$ cat src/rtl/rx_bit_timer.sv
// UART receive bit-timing controller: mid-bit strobes for start, data, stop
// (and optional parity) bits with abort, busy and bit-index reporting.
// Optional parity bit enabled by defining RX_BIT_TIMER_PARITY_EN.
module rx_bit_timer #(
  parameter int unsigned CNT_W    = 14,
  parameter int unsigned MAX_BITS = 8,
  parameter int unsigned IDX_W    = $clog2(MAX_BITS + 1)
) (
  input  logic             clk,
  input  logic             rst,
  input  logic             enable_timer,
  input  logic             abort,
  input  logic [CNT_W-1:0] bit_period,
  input  logic [IDX_W-1:0] data_size,
  input  logic             two_stop,
`ifdef RX_BIT_TIMER_PARITY_EN
  input  logic             parity_on,
  output logic             parity_sample,
`endif
  output logic             start_sample,
  output logic             shift_enable,
  output logic             stop_sample,
  output logic             packet_done,
  output logic             busy,
  output logic [IDX_W-1:0] bit_index
);

`ifdef RX_BIT_TIMER_PARITY_EN
  typedef enum logic [2:0] {IDLE, START, DATA, PARITY, STOP} state_t;
`else
  typedef enum logic [1:0] {IDLE, START, DATA, STOP} state_t;
`endif

  state_t           state_q, state_d;
  logic [CNT_W-1:0] cnt_q;
  logic [CNT_W-1:0] per_q, half_q;
  logic [IDX_W-1:0] dsz_q;
  logic             two_q;
  logic             stop_q;
`ifdef RX_BIT_TIMER_PARITY_EN
  logic             par_q;
`endif

  logic [CNT_W-1:0] per_c;
  logic [IDX_W-1:0] dsz_c;
  logic             tick_c;
  logic             last_data_c;
  logic             last_stop_c;
  logic             frame_start_c;

  // Clamp the requested configuration to legal values
  always_comb begin
    per_c = (bit_period < CNT_W'(2)) ? CNT_W'(2) : bit_period;
    if (data_size == IDX_W'(0))
      dsz_c = IDX_W'(1);
    else if (data_size > IDX_W'(MAX_BITS))
      dsz_c = IDX_W'(MAX_BITS);
    else
      dsz_c = data_size;
  end

  // Period-counter terminal count and frame-position decodes
  always_comb begin
    tick_c = 1'b0;
    unique case (state_q)
      START:   tick_c = (cnt_q == half_q);
      IDLE:    tick_c = 1'b0;
      default: tick_c = (cnt_q == per_q);
    endcase
    tick_c        = tick_c & ~abort;
    last_data_c   = (bit_index == IDX_W'(dsz_q - IDX_W'(1)));
    last_stop_c   = ~two_q | stop_q;
    frame_start_c = (state_q == IDLE) & enable_timer;
  end

  // State register
  always_ff @(posedge clk) begin
    if (rst) state_q <= IDLE;
    else     state_q <= state_d;
  end

  // Next-state logic
  always_comb begin
    state_d = state_q;
    if (state_q == IDLE) begin
      if (enable_timer) state_d = START;
    end else if (abort) begin
      state_d = IDLE;
    end else if (tick_c) begin
      unique case (state_q)
        START: state_d = DATA;
`ifdef RX_BIT_TIMER_PARITY_EN
        DATA:   if (last_data_c) state_d = par_q ? PARITY : STOP;
        PARITY: state_d = STOP;
`else
        DATA:  if (last_data_c) state_d = STOP;
`endif
        STOP:  if (last_stop_c) state_d = IDLE;
        default: state_d = IDLE;
      endcase
    end
  end

  // Outputs decoded from state and the period counter
  always_comb begin
    start_sample  = (state_q == START) & tick_c;
    shift_enable  = (state_q == DATA) & tick_c;
    stop_sample   = (state_q == STOP) & tick_c;
    packet_done   = stop_sample & last_stop_c;
    busy          = (state_q != IDLE);
`ifdef RX_BIT_TIMER_PARITY_EN
    parity_sample = (state_q == PARITY) & tick_c;
`endif
  end

  // Configuration latch, period counter, bit index and stop counter
  always_ff @(posedge clk) begin
    if (rst) begin
      cnt_q     <= '0;
      per_q     <= '0;
      half_q    <= '0;
      dsz_q     <= '0;
      two_q     <= 1'b0;
      stop_q    <= 1'b0;
      bit_index <= '0;
`ifdef RX_BIT_TIMER_PARITY_EN
      par_q     <= 1'b0;
`endif
    end else if (frame_start_c) begin
      per_q     <= per_c;
      half_q    <= per_c >> 1;
      dsz_q     <= dsz_c;
      two_q     <= two_stop;
      cnt_q     <= CNT_W'(1);
      stop_q    <= 1'b0;
      bit_index <= '0;
`ifdef RX_BIT_TIMER_PARITY_EN
      par_q     <= parity_on;
`endif
    end else if (state_d == IDLE) begin
      cnt_q     <= '0;
      stop_q    <= 1'b0;
      bit_index <= '0;
    end else begin
      cnt_q <= tick_c ? CNT_W'(1) : CNT_W'(cnt_q + CNT_W'(1));
      if (shift_enable) bit_index <= IDX_W'(bit_index + IDX_W'(1));
      if (stop_sample)  stop_q    <= 1'b1;
    end
  end

endmodule

$ cat config.mk
export PLATFORM = sky130hd
export DESIGN_NAME = rx_bit_timer
export DESIGN_NICKNAME = d
export VERILOG_FILES = /design/src/rtl/rx_bit_timer.sv
export SDC_FILE = /design/constraint.sdc
export NUM_CORES = 1
export LEC_CHECK = 0
export BUFFER_PORTS_ARGS = -buffer_cell sky130_fd_sc_hd__buf_2
export CORE_ASPECT_RATIO = 2
export CORE_MARGIN = 2
export CORE_UTILIZATION = 42
export CTS_BUF_LIST = sky130_fd_sc_hd__clkbuf_8 sky130_fd_sc_hd__clkbuf_16
export DETAILED_ROUTE_END_ITERATION = 8
export SYNTH_ARGS = -nofsm -noshare
export SYNTH_HDL_FRONTEND = slang
export SYNTH_SLANG_ARGS = --single-unit
$ cat constraint.sdc
create_clock -name clk -period 2.6 [get_ports clk]
set_clock_uncertainty 0.05 [all_clocks]
set_input_delay 0.52 -clock clk [delete_from_list [all_inputs] [get_ports clk]]
set_output_delay 0.52 -clock clk [all_outputs]
set_load 0.01 [all_outputs]
# [Yosys cells after proc, flatten, opt, wreduce, memory -nomap -nowiden]
# Index checks and enable logic that the tools add are counted.
[word_totals] regBits=53 wordCells=49
[classes] n_addsub=3 n_lt_le_gt_ge=2 n_eq_ne=6 mux=14 bitwise=9 n_reduce_logical=6
[op_table] cell="14-bit by 1-bit adder with 14-bit output (second input constant)" count=1
[op_table] cell="14-bit by 13-bit equality test with 1-bit output" count=1
[op_table] cell="14-bit equality test" count=1
[op_table] cell="14-bit by 2-bit less-than comparator with 1-bit output (second input constant)" count=1
[op_table] cell="14-bit 2-to-1 mux" count=1
[op_table] cell="2-bit 2-to-1 mux" count=6
[op_table] cell="4-bit 2-to-1 mux" count=2
[op_table] cell="1-bit AND" count=6
[op_table] cell="2-bit one-hot mux with 3 select lines" count=1
[op_table] cell="4-bit by 1-bit adder with 4-bit output (second input constant)" count=1
[op_table] cell="2-bit equality test (second input constant)" count=2
[op_table] cell="4-bit equality test" count=1
[op_table] cell="4-bit greater-than comparator (second input constant)" count=1
[op_table] cell="2-bit zero test" count=2
[op_table] cell="4-bit zero test" count=1
[op_table] cell="4-bit OR reduction" count=1
[op_table] cell="4-bit by 1-bit subtractor with 4-bit output (second input constant)" count=1
[op_table] cell="1-bit 2-to-1 mux" count=3
[op_table] cell="3-bit OR reduction" count=1
[op_table] cell="2-bit by 1-bit equality test with 1-bit output (second input constant)" count=1
[op_table] cell="1-bit inverter" count=2
[op_table] cell="1-bit one-hot mux with 2 select lines" count=1
[op_table] cell="2-bit nonzero test" count=1
[op_table] cell="1-bit bitwise OR" count=1

# [Longest topological paths before layout]
# Gate-level depths: netlist of run 1.
[logic_depth] ltp_word=10 depth_mapped=10 ltp_nobuf=7

# [Least setup slack after synthesis of run 1]
# Ideal clock, no wire load.
[synth_path] path_type="flip-flop to output port" from="register state_q[1]" to="output packet_done" t_arrival_ps=2034 required_ps=2030 setup_slack_ps=-4 path_stages_with_launch=8 path_buffers=1 cell_sequence="dfxtp_1 > nand2b_1 > a221o_1 > o221ai_2 > o211ai_1 > or3_4 > buf_6 > nor3_1"
[synth_between] elab_chain_len=5 word_cells_on_any_way=7 cone_classes="2 x eq/ne; 1 x mux; 3 x bitwise; 1 x reduce/logical"
[synth_rtl] item="start: declaration" line="34" source="state_t state_q, state_d;"
[synth_rtl] item="start signal: assignment" line="79" source="else state_q <= state_d;"
[synth_rtl] item="2-bit by 1-bit equality test with 1-bit output / 2-bit zero test (equally long branches)" line="65" source="unique case (state_q)"
[synth_rtl] item="1-bit one-hot mux with 2 select lines" line="65"
[synth_rtl] item="1-bit AND" line="70" source="tick_c = tick_c & ~abort;"
[synth_rtl] item="1-bit AND *" line="108" source="stop_sample = (state_q == STOP) & tick_c;"
[synth_rtl] item="1-bit AND *" line="109" source="packet_done = stop_sample & last_stop_c;"
[synth_rtl] item="end: declaration" line="23" source="output logic packet_done,"
# Mark *: on every way between the ends. The rest lies on a longest branch, timed or not.

# [Worst setup path in the final report of run 1]
[layout_path] from="register state_q[0]" to="output packet_done"
# The elaborated chain is that of the path after synthesis.

==> results of run 1 <==
[synthesized netlist by cell type, types with 2 or more instances]
cell,number
clkbuf_1,10
o211ai_1,2
a21oi_1,23
a22oi_1,2
a211oi_1,2
or4_1,3
or3_1,2
o21ai_0,4
a221o_1,2
a221oi_1,2
o31ai_1,3
inv_1,19
o22ai_1,3
o21ai_1,2
ha_1,3
xnor2_1,14
nor3_1,6
o2111ai_1,2
xor2_1,13
nand2b_1,7
o221ai_1,4
and2_1,2
nand3_1,8
dfxtp_1,40
nor2_1,21
nor4_1,5
and3_1,5
nand3b_1,2
nand2_1,41
[state kept, by name, indices dropped and copies added, names as in the netlist]
register	cells
two_q	1
per_q	14
state_q	2
bit_index	4
dsz_q	4
cnt_q	14
stop_q	1
[report_power, final]
part / switching (mW) / internal (mW)
logic: 0.0992 / 0.0859
registers: 0.0237 / 0.631
clock network: 0.219 / 0.212
[through the flow]
step / worst slack [ns] / power (mW) / utilization
after detailed placement: -0.0381 / 0.837 / 0.498
after CTS: -0.0973 / 1.27 / 0.531
after global routing: -0.176 / 1.33 / 0.539
after global placement: 0.0586 / 0.836 / 0.498
after floorplan: 0.0266 / 0.770 / -
final: -0.0991 / 1.27 / 0.539
[final timing paths]
kind,from,to,slack (ns),cells past startpoint
worst max-delay path,state_q[0],packet_done,-0.1,8
worst min-delay path,two_stop,two_q,0.42,3
worst max register to register,state_q[0],bit_index[3],0.13,9
worst min register to register,dsz_q[3],dsz_q[3],0.43,2
[timing repair]
item                                    4_1_cts  5_1_grt
endpoints found under the setup margin        6        6
resized for setup                            12        8
hold buffers                                  0        0
buffers inserted                              4        1
pin swaps                                     5        6
[final cells by class]
class | instances | area (um^2) | share of cell area
Sequential cell | 40 | 813 | 0.310
Clock inverter | 2 | 10.0 | 0.00382
Timing Repair Buffer | 52 | 317 | 0.121
Inverter | 19 | 71.3 | 0.0272
Multi-Input combinational cell | 198 | 1260 | 0.479
Clock buffer | 6 | 82.6 | 0.0315
Tap cell | 57 | 71.3 | 0.0272
[cell families after synthesis]
family | Yosys count | synth area share
AOI/OAI and AO/OA | 60 | 0.190
xor gates and xnor gates | 27 | 0.111
adders and majority gates | 3 | 0.0177
buffers and inverters | 31 | 0.0600
DFF | 40 | 0.377
muxes | 1 | 0.00471
and+or+nand+nor | 107 | 0.240
[routing by layer]
layer | up-vias | routed length, um
li1 | 1028 | -
met1 | 982 | 2080
met2 | 58 | 3350
met3 | 19 | 185
met4 | 0 | 251
met5 | - | 0
[worst max-delay path, cell delays in order, from the launching register on]
cell and delay, ns:
dfxtp_2 0.35, buf_6 0.11, nand2b_4 0.07, a221o_1 0.30, o22ai_1 0.17, o211ai_1 0.15, or3_4 0.41, nor3_4 0.13
buf_2 0.15
==> metrics.cfg, run 1 <==
[floorplanning]
die_y_um = 105
io_pins = 32
rows = 36
dieArea_mm2 = 0.00568
core_area_mm2 = 0.00486
die_w_um = 54.3
start_util = 0.437

[synth]
synth_edf_count = 0
async_reset_ff_frac = 0
synth_fp_nets = 295
ys_ff_latch = 40
synth_area_mm2 = 0.00213
synth_top_area_frac = 0.377
yosys_warnings = 0
ys_types = 46
yosysSeqAreaShare = 0.377
synth_area_leader_cell = dfxtp_1
syn_area_per_cell_um2 = 7.90
synthCells = 269
ys.flop_type = dfxtp_1
synth_area_leaders = dfxtp_1 38%, nand2_1 7.2%, xnor2_1 5.8%

[cells_and_area]
antennaDiodeCount = 0
final_cell_mix = 41 x nand2_1, 34 x dfxtp_1, 31 x buf_2
drive_above_1_share = 0.249
area_growth_pct = 23.3
final_common_cell = nand2_1
nets = 342
nFillCells = 496
layoutNonFillerInstCount = 374
design_area_mm2 = 0.00262

[global_routing]
grt_util_all_layers = 0.234
grt_overflow_total = 0
gr-usage-met2 = 0.419
grt_pass1_vias = 2145
grt_start_max_net_pins = 24
grt_use_met3 = 0.0386
grt_pass1_wl_um = 9830
busiest_layer = met2
grt_use_met1 = 0.240
grt_antenna_before_repair = 0

[clock_network]
cts_sinks = 40
cts_max_path_buffers = 2
cts_tree = yes
cts_root_buffer = clkbuf_8
clk_pin_slew_worst_paths_ns = 0.08
cts_buffers = 5
clock_latency_ns = 0.29
htreeDepth = 2

[timing]
period_minus_slack_ns = 2.70
hold_viol = 0
min_period_over_period = 1.04
setup_tns_ns = -0.279
hold_ws_ns = 0.416
fin_ws_ns = -0.0991
setup_viol = 4
rsz0062_at_grt = yes
max_slew.worst_pin.slew_ns = 0.500
maxSlewHeadroom = 0.667
max_freq_ghz = 0.371
drv_slew = 0

[placed_design]
dp_hpwl_um = 4540
dpl_cell_area_mm2 = 0.00242
dp.cells = 361
port_buffers = 31
gp_congestion = 0.901

[power_and_ir_drop]
ir_drop_v = 0.000387
power.leakage_nw = 1.04
p_per_area_mw_per_mm2 = 485

[min_path]
hold_path.class = in2reg

[routing]
detail-route-antenna-nets = 0
remaining_drc_errors = 0
detail_route.wl_per_cell_um = 15.7
drt_iter0_drc = 42
vias_per_cell = 5.58
wl_um = 5860
dr.pass1.iters = 4
vias = 2087

[critical_path]
worstSetupPathType = reg2out
cp.arrival_ns = 2.13
startpoint_type = register
critPathCaptureType = primary output
crit_fanout = 7
crit_required_ns = 2.03

[status]
outcome = finished, violations left
violations = negative setup slack

[flow_run]
drv_cap = 0

(Power assumes the default switching activity.)
==> run 2: changes to the inputs <==
BUFFER_PORTS_ARGS = -buffer_cell sky130_fd_sc_hd__clkbuf_2   (was -buffer_cell sky130_fd_sc_hd__buf_2)
GPL_TIMING_DRIVEN = 0   (was default)
clock period = 3.4 ns   (was 2.6 ns; I/O delays follow)
==> metrics.cfg, run 2 (synthesis results as in run 1) <==
[cells_and_area]
drive_above_1_share = 0.160  ; -0.0891
design_area_mm2 = 0.00245  ; -6.6%
nFillCells = 525  ; +5.8%
final_common_cell = nand2_1
reg_top3 = cnt_q: 14 flops, per_q: 14 flops
nets = 332  ; -2.9%
area_growth_pct = 15.2
fin_util = 0.503  ; -0.0355
antennaDiodeCount = 0  ; unchanged
regArea_um2 = 806  ; -0.92%
multi_input_area_mm2 = 0.00121  ; -3.5%
final_cell_mix = 41 x nand2_1, 38 x dfxtp_1, 33 x clkbuf_2

[timing]
setup_viol = 0  ; -4
drv_slew = 0  ; unchanged
maxSlewHeadroom = 0.628  ; -0.0392
min_period_over_period = 0.954
rsz0062_at_grt = no
period_minus_slack_ns = 3.24
max_freq_ghz = 0.308
max_slew.worst_pin.slew_ns = 0.554  ; +0.0541 ns
hold_viol = 0  ; unchanged
setup_tns_ns = 0  ; +0.279 ns
hold_ws_ns = 0.423  ; +0.00717 ns

[clock_network]
cts_sinks = 40  ; unchanged
clk_pin_slew_worst_paths_ns = 0.07  ; about the same
cts_tree = yes
htreeDepth = 2  ; unchanged
postCtsSetupBuffers = 0  ; -4
cts_root_buffer = clkbuf_8
clock_latency_ns = 0.29  ; about the same
cts_buffers = 5  ; unchanged
cts_max_path_buffers = 2  ; unchanged
hold_buffers = 0  ; unchanged

[critical_path]
reg2regPathDepth = 9  ; unchanged
cp.arrival_ns = 2.51  ; +0.38 ns
r2r_end = cnt_q[3]
startpoint_type = register
crit_fanout = 10  ; +3
reg2reg_slack_ns = 0.79  ; +0.66 ns
crit_required_ns = 2.67  ; +0.64 ns
worstSetupPathType = reg2out
critPathCaptureType = primary output
reg2reg_from = state_q[1]

[floorplanning]
die_y_um = 105  ; unchanged
dieArea_mm2 = 0.00568  ; unchanged
die_w_um = 54.3  ; unchanged
core_area_mm2 = 0.00486  ; unchanged
io_pins = 32  ; unchanged
rows = 36  ; unchanged
start_util = 0.437  ; unchanged

[routing]
detail-route-antenna-nets = 0  ; unchanged
wl_met2_um = 3150  ; -5.9%
met3_length_um = 141  ; -24%
dr.pass1.iters = 4  ; unchanged
routed.top_layer = met4
vias = 1982  ; -5.0%
vias_per_cell = 5.46  ; -2.2%
met1_length_um = 2080  ; about the same
drt_iter0_drc = 49  ; +17%
detail_route.wl_per_cell_um = 15.6  ; -0.61%
remaining_drc_errors = 0  ; unchanged
wl_um = 5650  ; -3.5%

[min_path]
holdPathStages = 2  ; -1
worstHoldEndpoint = stop_q
hp-start = stop_q
hold_path.class = reg2reg

[status]
outcome = completed

[global_routing]
grt_util_all_layers = 0.228  ; -0.00536
grt_overflow_total = 0  ; unchanged
grt_antenna_before_repair = 0  ; unchanged
grt_pass1_vias = 2018  ; -5.9%
grt_pass1_wl_um = 9400  ; -4.3%
grt_start_max_net_pins = 12  ; -50%

[placed_design]
dp_hpwl_um = 4560  ; +0.58%
gp_congestion = 0.895  ; -0.68%
port_buffers = 31  ; unchanged
dpl_cell_area_mm2 = 0.00235  ; -2.8%

[power_and_ir_drop]
ir_drop_v = 0.000252  ; -35%
total_power_uw = 922  ; -27%
power.leakage_nw = 0.934  ; -10%
p_per_area_mw_per_mm2 = 376  ; -22%

[flow_run]
drv_cap = 0  ; unchanged

[run 2: layer usage]
metal	up-vias	track usage
li1	1013	-
met1	909	0.242
met2	41	0.392
met3	19	0.0314
met4	0	0.145
met5	-	0
[run 2: final cells by class]
class,count,share of cell area
Buffer,11,0.0225
Clock buffer,5,0.0281
Clock inverter,2,0.00358
Inverter,19,0.0291
Multi-Input combinational cell,198,0.495
Sequential cell,40,0.329
Tap cell,57,0.0291
Timing Repair Buffer,31,0.0634
[run 2: worst max path at each step]
stage,start,slack [ns],endpoint
detailed placement,cnt_q[0],0.18,packet_done
CTS,cnt_q[2],0.02,stop_sample
floorplan,state_q[1],0.64,packet_done
global placement,cnt_q[0],0.21,packet_done
global route,state_q[1],0.006,stop_sample
finish,state_q[1],0.16,shift_enable
[run 2: critical path, stage by stage, from the launching register on]
cell and delay [ns]:
dfxtp_2 0.36, nand2b_2 0.26, a221o_1 0.32, o221ai_2 0.16
o211ai_1 0.14, or3_4 0.39, buf_6 0.15, clkbuf_2 0.17
nor2_1 0.12, clkbuf_2 0.14
[run 2: report_power, final]
group	internal (mW)	leakage [nW]	switching, mW
Combinational	0.0537	0.562	0.0717
Clock	0.137	0.0452	0.158
Sequential	0.484	0.327	0.0176
[run 2: what timing repair did]
| item | 4_1_cts | 5_1_grt |
|---|---|---|
| resized for setup | 4 | 5 |
| hold endpoints to repair | 0 | 0 |
| endpoints found under the setup margin | 4 | 4 |
| pin swaps | 0 | 1 |
[run 2: through the flow]
step           cells  worst slack (ns)
2_1_floorplan    269             0.636
3_3_place_gp     357             0.211
3_5_place_dp     357             0.178
5_1_grt          363           0.00641
6_report         363             0.157
4_1_cts          364            0.0239
==> run 3: changes to the inputs <==
ABC_AREA = 1   (was default)
==> metrics.cfg, run 3 <==
[clock_network]
postCtsSetupBuffers = 0  ; unchanged
cts_tree = yes
hold_buffers = 0  ; unchanged
cts_sinks = 40  ; unchanged
clk_pin_slew_worst_paths_ns = 0.08  ; about the same
htreeDepth = 2  ; unchanged
cts_max_path_buffers = 2  ; unchanged
cts_buffers = 5  ; unchanged
clock_latency_ns = 0.32  ; +0.03 ns
cts_root_buffer = clkbuf_8
cts_resized = 0  ; -4

[power_and_ir_drop]
power.leakage_nw = 1.21  ; +29%
p_seq_frac = 0.463  ; -0.081
p_int_uw = 761  ; +13%
clkPwrFrac = 0.386  ; +0.066
switching_share = 0.290  ; +0.0211
p_per_area_mw_per_mm2 = 397  ; +5.5%
ir_drop_v = 0.000335  ; +33%
comb_power_share = 0.151  ; +0.015
p_sw_uw = 311  ; +25%

[routing]
wl_um = 6570  ; +16%
detail-route-antenna-nets = 0  ; unchanged
dr.pass1.iters = 5  ; +1
drt_iter0_drc = 69  ; +41%
detail_route.wl_per_cell_um = 14.0  ; -9.9%
remaining_drc_errors = 0  ; unchanged
vias_per_cell = 5.06  ; -7.3%
vias = 2369  ; +20%

[floorplanning]
die_w_um = 57.0  ; +4.9%
dieArea_mm2 = 0.00626  ; +10%
io_pins = 32  ; unchanged
rows = 38  ; +5.6%
start_util = 0.435  ; -0.00231
die_y_um = 110  ; +5.1%
core_area_mm2 = 0.00542  ; +11%

[cells_and_area]
reg_top3 = cnt_q: 14 flops, per_q: 14 flops
antennaDiodeCount = 0  ; unchanged
final_common_cell = nand2_1
area_growth_pct = 14.5
multi_input_area_mm2 = 0.00131  ; +8.3%
final_cell_mix = 94 x nand2_1, 51 x inv_1, 51 x nand3_1
nFillCells = 595  ; +13%
nets = 433  ; +30%
drive_above_1_share = 0.132  ; -0.0278
regArea_um2 = 801  ; -0.62%

[global_routing]
grt_overflow_total = 0  ; unchanged
grt_pass1_vias = 2298  ; +14%
grt_pass1_wl_um = 10600  ; +13%
grt_util_all_layers = 0.228  ; about the same
grt_antenna_before_repair = 0  ; unchanged
grt_start_max_net_pins = 14  ; +2

[synth]
synthCells = 369  ; +37%
synth_area_leaders = dfxtp_1 34%, nand2_1 15%, nand3_1 11%
synth_area_mm2 = 0.00236  ; +11%
syn_area_per_cell_um2 = 6.38  ; -19%
async_reset_ff_frac = 0  ; unchanged
yosysSeqAreaShare = 0.340  ; -0.0368
synth_top_area_frac = 0.340  ; -0.0368
ys_types = 27  ; -41%
synth_fp_nets = 395  ; +34%
ys_ff_latch = 40  ; unchanged
synth_area_leader_cell = dfxtp_1
yosys_warnings = 0  ; unchanged
ys.flop_type = dfxtp_1
synth_most_common_cell = nand2_1
synth_common_cells = 94 x nand2_1, 51 x inv_1, 51 x nand3_1
synth_edf_count = 0  ; unchanged

[flow_run]
drv_cap = 0  ; unchanged

[timing]
max_slew.worst_pin.slew_ns = 0.584  ; +0.0301 ns
setup_viol = 0  ; unchanged
min_period_over_period = 0.915  ; -0.0386
hold_ws_ns = 0.438  ; +0.0154 ns
max_freq_ghz = 0.321  ; +4.2%
hold_viol = 0  ; unchanged
setup_tns_ns = 0  ; unchanged
rsz0062_at_grt = no
maxSlewHeadroom = 0.607  ; -0.0205
period_minus_slack_ns = 3.11  ; -0.131 ns
drv_slew = 0  ; unchanged

[critical_path]
worstSetupPathType = reg2out
critPathCaptureType = primary output
crit_fanout = 10  ; unchanged
crit_required_ns = 2.67  ; about the same
cp.arrival_ns = 2.38  ; -0.13 ns
startpoint_type = register

[placed_design]
gp_congestion = 0.896  ; +0.15%
port_buffers = 31  ; unchanged
dp_hpwl_um = 5340  ; +17%

[min_path]
hold_path.class = reg2reg

[status]
outcome = completed

[run 3: changes by cell type in the layout (fill, tap and decap cells not counted), moves of 6 or more]
cell	previous run	this run
inv_1	20	51
xnor2_1	14	5
nor2_1	21	50
nand2b_1	6	0
a21oi_1	23	3
o21ai_0	4	18
nand3_1	8	51
nand2_1	41	94
[run 3: per-layer routing]
layer | global-route usage | wire length (um) | vias to the layer above
met5 | 0 | 0 | -
met4 | 0.140 | 316 | 0
met3 | 0.0353 | 159 | 19
met2 | 0.448 | 3650 | 40
met1 | 0.211 | 2450 | 1058
li1 | - | - | 1252
[run 3: cell families after synthesis]
| logic type | count (synthesis) | synth area share |
|---|---|---|
| adder cells (fa/ha/maj) | 3 | 0.0159 |
| XOR/XNOR | 18 | 0.0669 |
| buffers and inverters | 60 | 0.103 |
| AND/OR/NAND/NOR | 221 | 0.411 |
| AO/OA/AOI/OAI | 27 | 0.0637 |
| flip-flops | 40 | 0.340 |
[run 3: power groups by stage]
stage,clock network [mW],logic (mW),registers (mW)
final,0.413,0.162,0.496
after global routing,0.439,0.183,0.498
after CTS,0.419,0.162,0.496
after detailed placement,0,0.161,0.507
after global placement,0,0.160,0.507
after floorplan,0,0.112,0.504
[run 3: final timing paths]
| check | from | end | slack, ns | cells after the start |
|---|---|---|---|---|
| setup / recovery | state_q[1] | packet_done | 0.29 | 14 |
| hold / removal | two_q | two_q | 0.44 | 2 |
| setup reg to reg | state_q[1] | cnt_q[13] | 0.88 | 14 |
| hold reg to reg | two_q | two_q | 0.44 | 2 |
[run 3: cell type report]
cell class / count / area share
inverter: 52 / 0.0724
sequential: 40 / 0.297
buffer: 8 / 0.0176
clock inverter: 3 / 0.0158
multi-input combinational: 269 / 0.487
timing repair buffer: 31 / 0.0575
clock buffer: 5 / 0.0255
tap: 60 / 0.0278
[run 3: metrics by stage]
stage | area [um^2] | setup WS (ns) | util | power [mW] | cells
4_1_cts | 2700 | 0.297 | 0.498 | 1.08 | 468
6_report | 2700 | 0.288 | 0.498 | 1.07 | 468
5_1_grt | 2700 | 0.0781 | 0.498 | 1.12 | 468
3_3_place_gp | 2590 | 0.521 | 0.477 | 0.667 | 460
2_1_floorplan | 2360 | 1.02 | - | 0.616 | 369
3_5_place_dp | 2590 | 0.538 | 0.477 | 0.669 | 460
[run 3: critical path, stage by stage (launching register included)]
cell and delay, ns:
dfxtp_1 0.42, inv_2 0.14, nand2_2 0.11, buf_4 0.18
nand2_1 0.06, nand2_1 0.07, nand3_1 0.16, nor2_1 0.14
nand2_1 0.09, nor2_2 0.15, nand2_2 0.15, nor2_4 0.14
nand2_1 0.08, inv_1 0.06, clkbuf_2 0.12
